===== config.mk =====
export PLATFORM = sky130hd
export DESIGN_NAME = c1541_sd_arb
export DESIGN_NICKNAME = d
export VERILOG_FILES = /design/src/rtl/c1541_sd_arb.sv
export SDC_FILE = /design/constraint.sdc
export NUM_CORES = 1
export LEC_CHECK = 0
export CAP_MARGIN = 40
export CORE_MARGIN = 5
export CORE_UTILIZATION = 35
export CTS_CLUSTER_SIZE = 24
export DETAILED_ROUTE_END_ITERATION = 16
export PLACE_DENSITY = 0.74
export REMOVE_ABC_BUFFERS = 1
export SLEW_MARGIN = 0
export SYNTH_ARGS = -nofsm -noshare
export SYNTH_HDL_FRONTEND = slang
export SYNTH_SLANG_ARGS = --single-unit
export TNS_END_PERCENT = 5

===== constraint.sdc =====
create_clock -name clk_sys -period 5.02 [get_ports clk_sys]
set_input_delay 1.004 -clock clk_sys [delete_from_list [all_inputs] [get_ports clk_sys]]
set_output_delay 1.004 -clock clk_sys [all_outputs]
set_load 0.01 [all_outputs]

===== src/rtl/c1541_sd_arb.sv =====
// c1541_sd_arb
// Round-robin arbiter that places the per-drive SD block requests of the
// multi-drive 1541 complex onto the single host SD channel. One transfer is
// in flight at a time. The host acknowledge is routed back to the granted
// drive, and that drive's write data is muxed onto the host buffer bus.
//
// Parameters:
//   NDR              number of drives served, clamped internally to 1..4
//
// Ports:
//   clk_sys          system clock
//   reset_n          asynchronous active-low reset
//   drv_lba[NDR]     per-drive block address
//   drv_blk_cnt[NDR] per-drive block count minus one
//   drv_rd/drv_wr    per-drive read/write request levels, held until ack
//   drv_buff_din     per-drive write data toward the host
//   drv_ack          per-drive acknowledge (at most one bit high)
//   sd_lba           address latched at grant
//   sd_blk_cnt       block count latched at grant
//   sd_rd/sd_wr      host read/write request
//   sd_ack           host acknowledge, high for the whole transfer
//   sd_buff_din      write data of the granted drive
//   active_drv       index of the granted drive
//   busy             high whenever the arbiter is not idle
//   timeout          sticky REQ timeout flag (only with the macro below)
//
// Optional feature: define C1541_SD_ARB_TIMEOUT_EN to abandon a host request
// that has seen no sd_ack for 2^20-1 cycles and raise the sticky timeout flag.
module c1541_sd_arb #(
    parameter int NDR = 2
) (
    input  logic        clk_sys,
    input  logic        reset_n,
    input  logic [31:0] drv_lba      [NDR],
    input  logic [5:0]  drv_blk_cnt  [NDR],
    input  logic [NDR-1:0] drv_rd,
    input  logic [NDR-1:0] drv_wr,
    input  logic [7:0]  drv_buff_din [NDR],
    output logic [NDR-1:0] drv_ack,
    output logic [31:0] sd_lba,
    output logic [5:0]  sd_blk_cnt,
    output logic        sd_rd,
    output logic        sd_wr,
    input  logic        sd_ack,
    output logic [7:0]  sd_buff_din,
    output logic [1:0]  active_drv,
    output logic        busy
`ifdef C1541_SD_ARB_TIMEOUT_EN
    ,
    output logic        timeout
`endif
);

    localparam int N = (NDR < 1) ? 1 : ((NDR > 4) ? 4 : NDR);

    typedef enum logic [1:0] {
        IDLE = 2'd0,
        REQ  = 2'd1,
        XFER = 2'd2,
        DONE = 2'd3
    } state_t;

    state_t      state;
    logic [1:0]  last;

    // Inputs padded to four slots so that every index below is a plain
    // 2-bit select; slots beyond the served drive count read as idle.
    logic [3:0]  rd_v;
    logic [3:0]  wr_v;
    logic [31:0] lba_v [4];
    logic [5:0]  cnt_v [4];
    logic [7:0]  din_v [4];

    for (genvar g = 0; g < 4; g++) begin : g_pad
        if (g < N) begin : g_used
            assign rd_v[g]  = drv_rd[g];
            assign wr_v[g]  = drv_wr[g];
            assign lba_v[g] = drv_lba[g];
            assign cnt_v[g] = drv_blk_cnt[g];
            assign din_v[g] = drv_buff_din[g];
        end else begin : g_unused
            assign rd_v[g]  = 1'b0;
            assign wr_v[g]  = 1'b0;
            assign lba_v[g] = '0;
            assign cnt_v[g] = '0;
            assign din_v[g] = '0;
        end
    end

    for (genvar g = 0; g < NDR; g++) begin : g_ack
        if (g < N) begin : g_live
            assign drv_ack[g] = sd_ack & busy & (active_drv == 2'(g));
        end else begin : g_dead
            assign drv_ack[g] = 1'b0;
        end
    end

    assign sd_buff_din = din_v[active_drv];

    // Round-robin scan: start one past the last granted drive and take the
    // first one with any request pending. Read wins when both are raised.
    logic       found;
    logic       pick_rd;
    logic [1:0] pick;
    logic [2:0] cand;

    always_comb begin
        found   = 1'b0;
        pick    = last;
        pick_rd = 1'b0;
        cand    = '0;
        for (int k = 1; k <= N; k++) begin
            cand = 3'(int'(last) + k);
            if (cand >= 3'(N)) begin
                cand = cand - 3'(N);
            end
            if (!found && (rd_v[cand[1:0]] | wr_v[cand[1:0]])) begin
                found   = 1'b1;
                pick    = cand[1:0];
                pick_rd = rd_v[cand[1:0]];
            end
        end
    end

    // The granted drive withdrawing both requests before the host answers
    // means it was reset; the request is abandoned.
    logic act_req;
    assign act_req = rd_v[active_drv] | wr_v[active_drv];

`ifdef C1541_SD_ARB_TIMEOUT_EN
    logic [19:0] to_cnt;
`endif

    always_ff @(posedge clk_sys or negedge reset_n) begin
        if (!reset_n) begin
            state      <= IDLE;
            last       <= 2'(N - 1);
            active_drv <= '0;
            sd_lba     <= '0;
            sd_blk_cnt <= '0;
            sd_rd      <= 1'b0;
            sd_wr      <= 1'b0;
            busy       <= 1'b0;
`ifdef C1541_SD_ARB_TIMEOUT_EN
            to_cnt     <= '0;
            timeout    <= 1'b0;
`endif
        end else begin
            case (state)
                IDLE: begin
                    if (found) begin
                        sd_lba     <= lba_v[pick];
                        sd_blk_cnt <= cnt_v[pick];
                        active_drv <= pick;
                        last       <= pick;
                        sd_rd      <= pick_rd;
                        sd_wr      <= !pick_rd;
                        busy       <= 1'b1;
                        state      <= REQ;
`ifdef C1541_SD_ARB_TIMEOUT_EN
                        to_cnt     <= '0;
`endif
                    end
                end
                REQ: begin
                    if (sd_ack) begin
                        sd_rd <= 1'b0;
                        sd_wr <= 1'b0;
                        state <= XFER;
`ifdef C1541_SD_ARB_TIMEOUT_EN
                        timeout <= 1'b0;
`endif
                    end else if (!act_req) begin
                        sd_rd <= 1'b0;
                        sd_wr <= 1'b0;
                        busy  <= 1'b0;
                        state <= IDLE;
                    end
`ifdef C1541_SD_ARB_TIMEOUT_EN
                    else if (to_cnt == '1) begin
                        // Host never answered: give up, keep the guard cycle
                        sd_rd   <= 1'b0;
                        sd_wr   <= 1'b0;
                        timeout <= 1'b1;
                        state   <= DONE;
                    end else begin
                        to_cnt <= to_cnt + 20'd1;
                    end
`endif
                end
                XFER: begin
                    if (!sd_ack) begin
                        state <= DONE;
                    end
                end
                DONE: begin
                    // Guard cycle so the served drive can drop its request
                    // before the next scan.
                    busy  <= 1'b0;
                    state <= IDLE;
                end
                default: begin
                    busy  <= 1'b0;
                    state <= IDLE;
                end
            endcase
        end
    end

endmodule


## Word-level counts from Yosys, hierarchy flattened

Index checks and enable logic that the tools add are counted.

| word-level totals | value |
|---|---|
| register bits after elaboration | 47 |
| input bits | 99 |
| output and inout port bits | 53 |

| cells by class | value |
|---|---|
| add/subtract/negate cells | 4 |
| order comparisons | 7 |
| equal/unequal tests | 9 |
| mux-type cells | 43 |
| bitwise operators | 8 |
| reductions and logical operators | 11 |

Operators by type and width:

| operator | count |
|---|---|
| binary-select mux 32 bit (select 2 bit) | 1 |
| two-way mux 32 bit | 2 |
| binary-select mux 8 bit (select 2 bit) | 1 |
| two-way mux 1 bit | 16 |
| two-way mux 2 bit | 8 |
| two-way mux 8 bit | 2 |
| binary-select mux 1 bit (select 2 bit) | 6 |
| binary-select mux 6 bit (select 2 bit) | 1 |
| two-way mux 6 bit | 2 |
| < comparator 2 x 3 -> 1 bit, second input constant | 3 |
| != test 2 bit, second input constant | 4 |
| one-hot mux 2 bit (4 select lines) | 1 |
| >= comparator 3 x 2 -> 1 bit, second input constant | 2 |
| >= comparator 3 bit, second input constant | 2 |
| inverter 2 -> 3 bit | 2 |
| AND reduction 3 bit | 2 |
| equality test 2 x 1 -> 1 bit, second input constant | 2 |
| equality test 2 bit, second input constant | 2 |
| logical NOT 2 bit | 2 |
| one-hot mux 1 bit (2 select lines) | 2 |
| AND reduction 4 bit | 1 |
| subtractor 2 bit, second input constant | 2 |
| adder 2 x 1 -> 3 bit, second input constant | 1 |
| adder 2 x 2 -> 3 bit, second input constant | 1 |
| other kinds (9) | 14 |

## Depth between registers and ports, before layout

| depth | value |
|---|---|
| depth after elaboration | 14 |
| mapped depth | 7 |

## Worst setup path after synthesis

OpenSTA, ideal clock, no wires.

| timing path | value |
|---|---|
| kind | input to register |
| start | in drv_wr[1] |
| end | reg sd_lba[10] |
| setup time | 125 ps |
| arrival | 2245 ps |
| data required time | 4895 ps |
| path slack | 2650 ps |
| stages on the path | 5 |
| path buffers | 1 |
| path through | or3_1 > o31ai_4 > buf_6 > mux2_2 > mux2_4 |

| on the way | value |
|---|---|
| cells in the longest elaborated chain, start to end | 11 |
| elaborated cells on any way between the ends | 17 |
| those cells by class | 11 x mux; 3 x bitwise; 3 x reduce/logical |

Ends and longest elaborated chain:

| what | line | text |
|---|---|---|
| from (decl) | 37 | `input logic [NDR-1:0] drv_wr,` |
| binary-select mux 1 bit (select 2 bit) | 117 | `if (!found && (rd_v[cand[1:0]] \| wr_v[cand[1:0]])) begin` |
| two-way mux 1 bit (not written as such) | 117 |  |
| bitwise OR 1 bit | 117 |  |
| two-way mux 1 bit | 117 |  |
| logical NOT 1 bit | 117 |  |
| logical AND 1 bit | 117 |  |
| two-way mux 2 bit | 117 |  |
| inverter 2 -> 3 bit (not written as such) | 152 | `sd_lba <= lba_v[pick];` |
| binary-select mux 32 bit (select 2 bit) | 152 |  |
| two-way mux 32 bit (not written as such) (2 in series) | 152 |  |
| to (signal assigned) | 152 |  |
| to (decl) | 40 | `output logic [31:0] sd_lba,` |

Several ways; a longest one is shown, not always the timed one. The select of a mux whose other input is x is not followed.
A chain may end at the register's enable or synchronous reset.

## Worst setup path in the final report

| timing path | value |
|---|---|
| start | in sd_ack |
| end | out drv_ack[0] |

| on the way | value |
|---|---|
| cells in the longest elaborated chain, start to end | 2 |

Ends and longest elaborated chain:

| what | line | text |
|---|---|---|
| from (decl) | 44 | `input logic sd_ack,` |
| bitwise AND 1 bit (2 in series) | 92 | `assign drv_ack[g] = sd_ack & busy & (active_drv == 2'(g));` |
| to (decl) | 39 | `output logic [NDR-1:0] drv_ack,` |

No other way between the ends.

==> flow_summary.yaml <==
global_route:
  grt_pass1_vias: 2329
  grt_first_pass_wirelength_mm: 11.62
  grt_max_degree: 47
  track_usage_pct: 14.72
  grt_overflow: 0
  antenna_found_initial: 0
worst_setup_path:
  crit_end: "drv_ack[0]"
  cp-startpoint: "sd_ack"
  worst_setup_path_start_kind: "primary input"
  reg2reg_setup_slack_ps: 2770
  rr_startpoint: "active_drv[1]"
  crit_arrival_ps: 2320
  worstReg2RegEnd: "sd_lba[10]"
  rr_worst_depth: 4
  crit_fanout: 4
  cp.required_ps: 4020
  critPathCaptureType: "output pin"
  worstSetupPathType: "in2out"
yosys:
  seq_area_frac_synth_pct: 41.73
  synthTopCellsByCount: "dfrtp_1 (45), mux2_4 (38), mux2_1 (23)"
  async_flop_share_pct: 100.0
  yosys-top-cells-area: "dfrtp_1 (41%), mux2_4 (21%), mux2_1 (9.4%), mux2_2 (6.1%), mux2i_1 (3.6%)"
  yosys.area.top_type: "dfrtp_1"
  synthFlopType: "dfrtp_1"
  syn_inst: 202
  yosysWarnings: 0
  synth.most_common_cell: "dfrtp_1"
  syn_area_um2: 2761
  yosysTopAreaCellShare_pct: 40.78
  synth_cell_types: 40
  synth_edf_count: 0
  ys_ff_latch: 46
  avgSynthCellArea_um2: 13.67
timing:
  max_freq_ghz: 0.3013
  rsz0062_at_grt: "no"
  fin_setup_tns_ps: 0
  finalCriticalPeriod_ps: 3319
  hold_viol: 0
  relSlewSlack_pct: 44.27
  skew_ps: 7.351
  worstMarginPinSlew_ps: 835.9
  fin_crit_sh_pct: 66.12
  post-route-worst-setup-slack_ps: 1701
  setup_viol: 0
  timing.final.max_slew_violations: 0
power_and_ir_drop:
  swShare_pct: 24.97
  p_comb_share_pct: 26.0
  intPower_uw: 759.1
  pwr-share-seq_pct: 40.3
  p_leak_nw: 1.923
  vdd_ir_drop_max_v: 0.0001249
  power_frac_clock_pct: 33.7
  p_total_mw: 1.012
  powerDensity_nw_per_um2: 226.8
  p_sw_uw: 252.6
layout:
  regArea_um2: 1152
  drive_above_1_share_pct: 19.89
  diodes: 0
  multi_input_area_um2: 1484
  final_util_pct: 58.04
  area_growth_pct: 61.58
  fin_nets: 455
  num-fill-cells: 666
  design_area_um2: 4462
route:
  detail-route-antenna-nets: 0
  wl_mm: 7.352
  dr.first_iter.drc_count: 43
  drtPass1Iterations: 4
  via_per_inst: 4.782
  vias: 2171
  avgRoutedWirePerCell_um: 16.19
  drcViolationCount: 0
floorplanning:
  rows: 32
  core_area_um2: 7687
  die_area_um2: 9766
  fp.dieW_um: 98.83
  num_io_pins: 152
  initial_core_util_pct: 35.92
  die_y_um: 98.83
run_status:
  status: "completed"
cts:
  cts_resized: 0
  cts_tree: "done"
  clk_path_buf_depth: 2
  cts_root_buffer: "clkbuf_8"
  cts_buffers: 5
  hold_buffers: 0
  htreeDepth: 2
  clk_latency_ps: 300
  path_clk_slew_ps: 90
  numClockSinks: 46
  post_cts_buffers: 0
placed_design:
  place_ws_ps: 1704
  io_buffers: 151
  place_area_um2: 4319
  gp_congestion: 0.7279
  hpwl_mm: 5.605
run:
  max_cap_viol_count: 0
min_path:
  hold-path-cell-count: 1
  holdCritPathClass: "reg2reg"
==> sequential cells by signal, indices dropped and copies added, names as in the netlist, named ones only <==
name	flops
last	1
busy	1
sd_lba	32
sd_rd	1
sd_blk_cnt	6
active_drv	2
state	1
sd_wr	1
==> cell type report <==
cell class                      instances  area share (%)
Tap cell                              102           2.860
Sequential cell                        46           25.83
Clock buffer                            6           1.851
Clock inverter                          2           1.346
Multi-Input combinational cell        139           33.26
Timing Repair Buffer                  154           34.44
Inverter                                5          0.4206
==> critical path, cell delays in order <==
cell and delay [ps]:
clkdlybuf4s50_1 530, nand2_1 80, nor3_1 130, clkdlybuf4s50_1 560
==> cells in the final DEF (no fill, tap or decap), drive strengths merged, types with 2 or more instances in the layout <==
cell type	netlist	routed
clkdlybuf4s50	0	150
mux2	76	76
dfrtp	45	45
nor2	12	12
mux2i	10	10
clkbuf	1	6
inv	5	5
ha	5	5
nor3	4	4
buf	11	4
nand2	3	3
nand2b	3	3
nor3b	2	2
a211oi	2	2
bufinv	0	2
nor4	2	2
==> routing by layer <==
layer  wire [um]  vias to the layer above  global-route usage (%)
li1            -                     1024                       -
met1        3049                     1048                   17.80
met2        3515                       96                   24.28
met3         771                        3                   6.723
met4          17                        0                   2.836
met5           0                        -                       0
==> through the flow <==
stage,instances,hold WS (ps)
2_1_floorplan,190,527.9
3_3_place_gp,445,492.0
3_5_place_dp,446,490.9
4_1_cts,454,520.6
5_1_grt,454,527.1
6_report,454,515.2
==> cells by family (layout without fill, tap and decap cells) <==
| kind of cell | count (synthesis) | count (layout) | synth area share (%) |
|---|---|---|---|
| compound gates | 15 | 15 | 5.211 |
| buf+inv | 17 | 167 | 4.531 |
| mux | 86 | 86 | 39.78 |
| fa+ha+maj | 5 | 5 | 2.266 |
| flops | 46 | 46 | 41.73 |
| simple gates | 33 | 33 | 6.480 |
==> power groups by stage <==
stage / sequential [mW] / combinational [mW] / clock (mW)
floorplan: 0.416 / 0.126 / 0
global placement: 0.414 / 0.259 / 0
detailed placement: 0.415 / 0.265 / 0
CTS: 0.409 / 0.267 / 0.352
global route: 0.412 / 0.287 / 0.364
finish: 0.408 / 0.263 / 0.341
==> worst min path at each step <==
stage | from | end | slack [ps]
after detailed placement | sd_lba[16] | sd_lba[16] | 490
after global placement | sd_lba[24] | sd_lba[24] | 490
after global routing | sd_blk_cnt[0] | sd_blk_cnt[0] | 530
after floorplan | state[0] | state[0] | 530
final | sd_blk_cnt[0] | sd_blk_cnt[0] | 520
after CTS | sd_lba[5] | sd_lba[5] | 520
(Power assumes the default switching activity.)
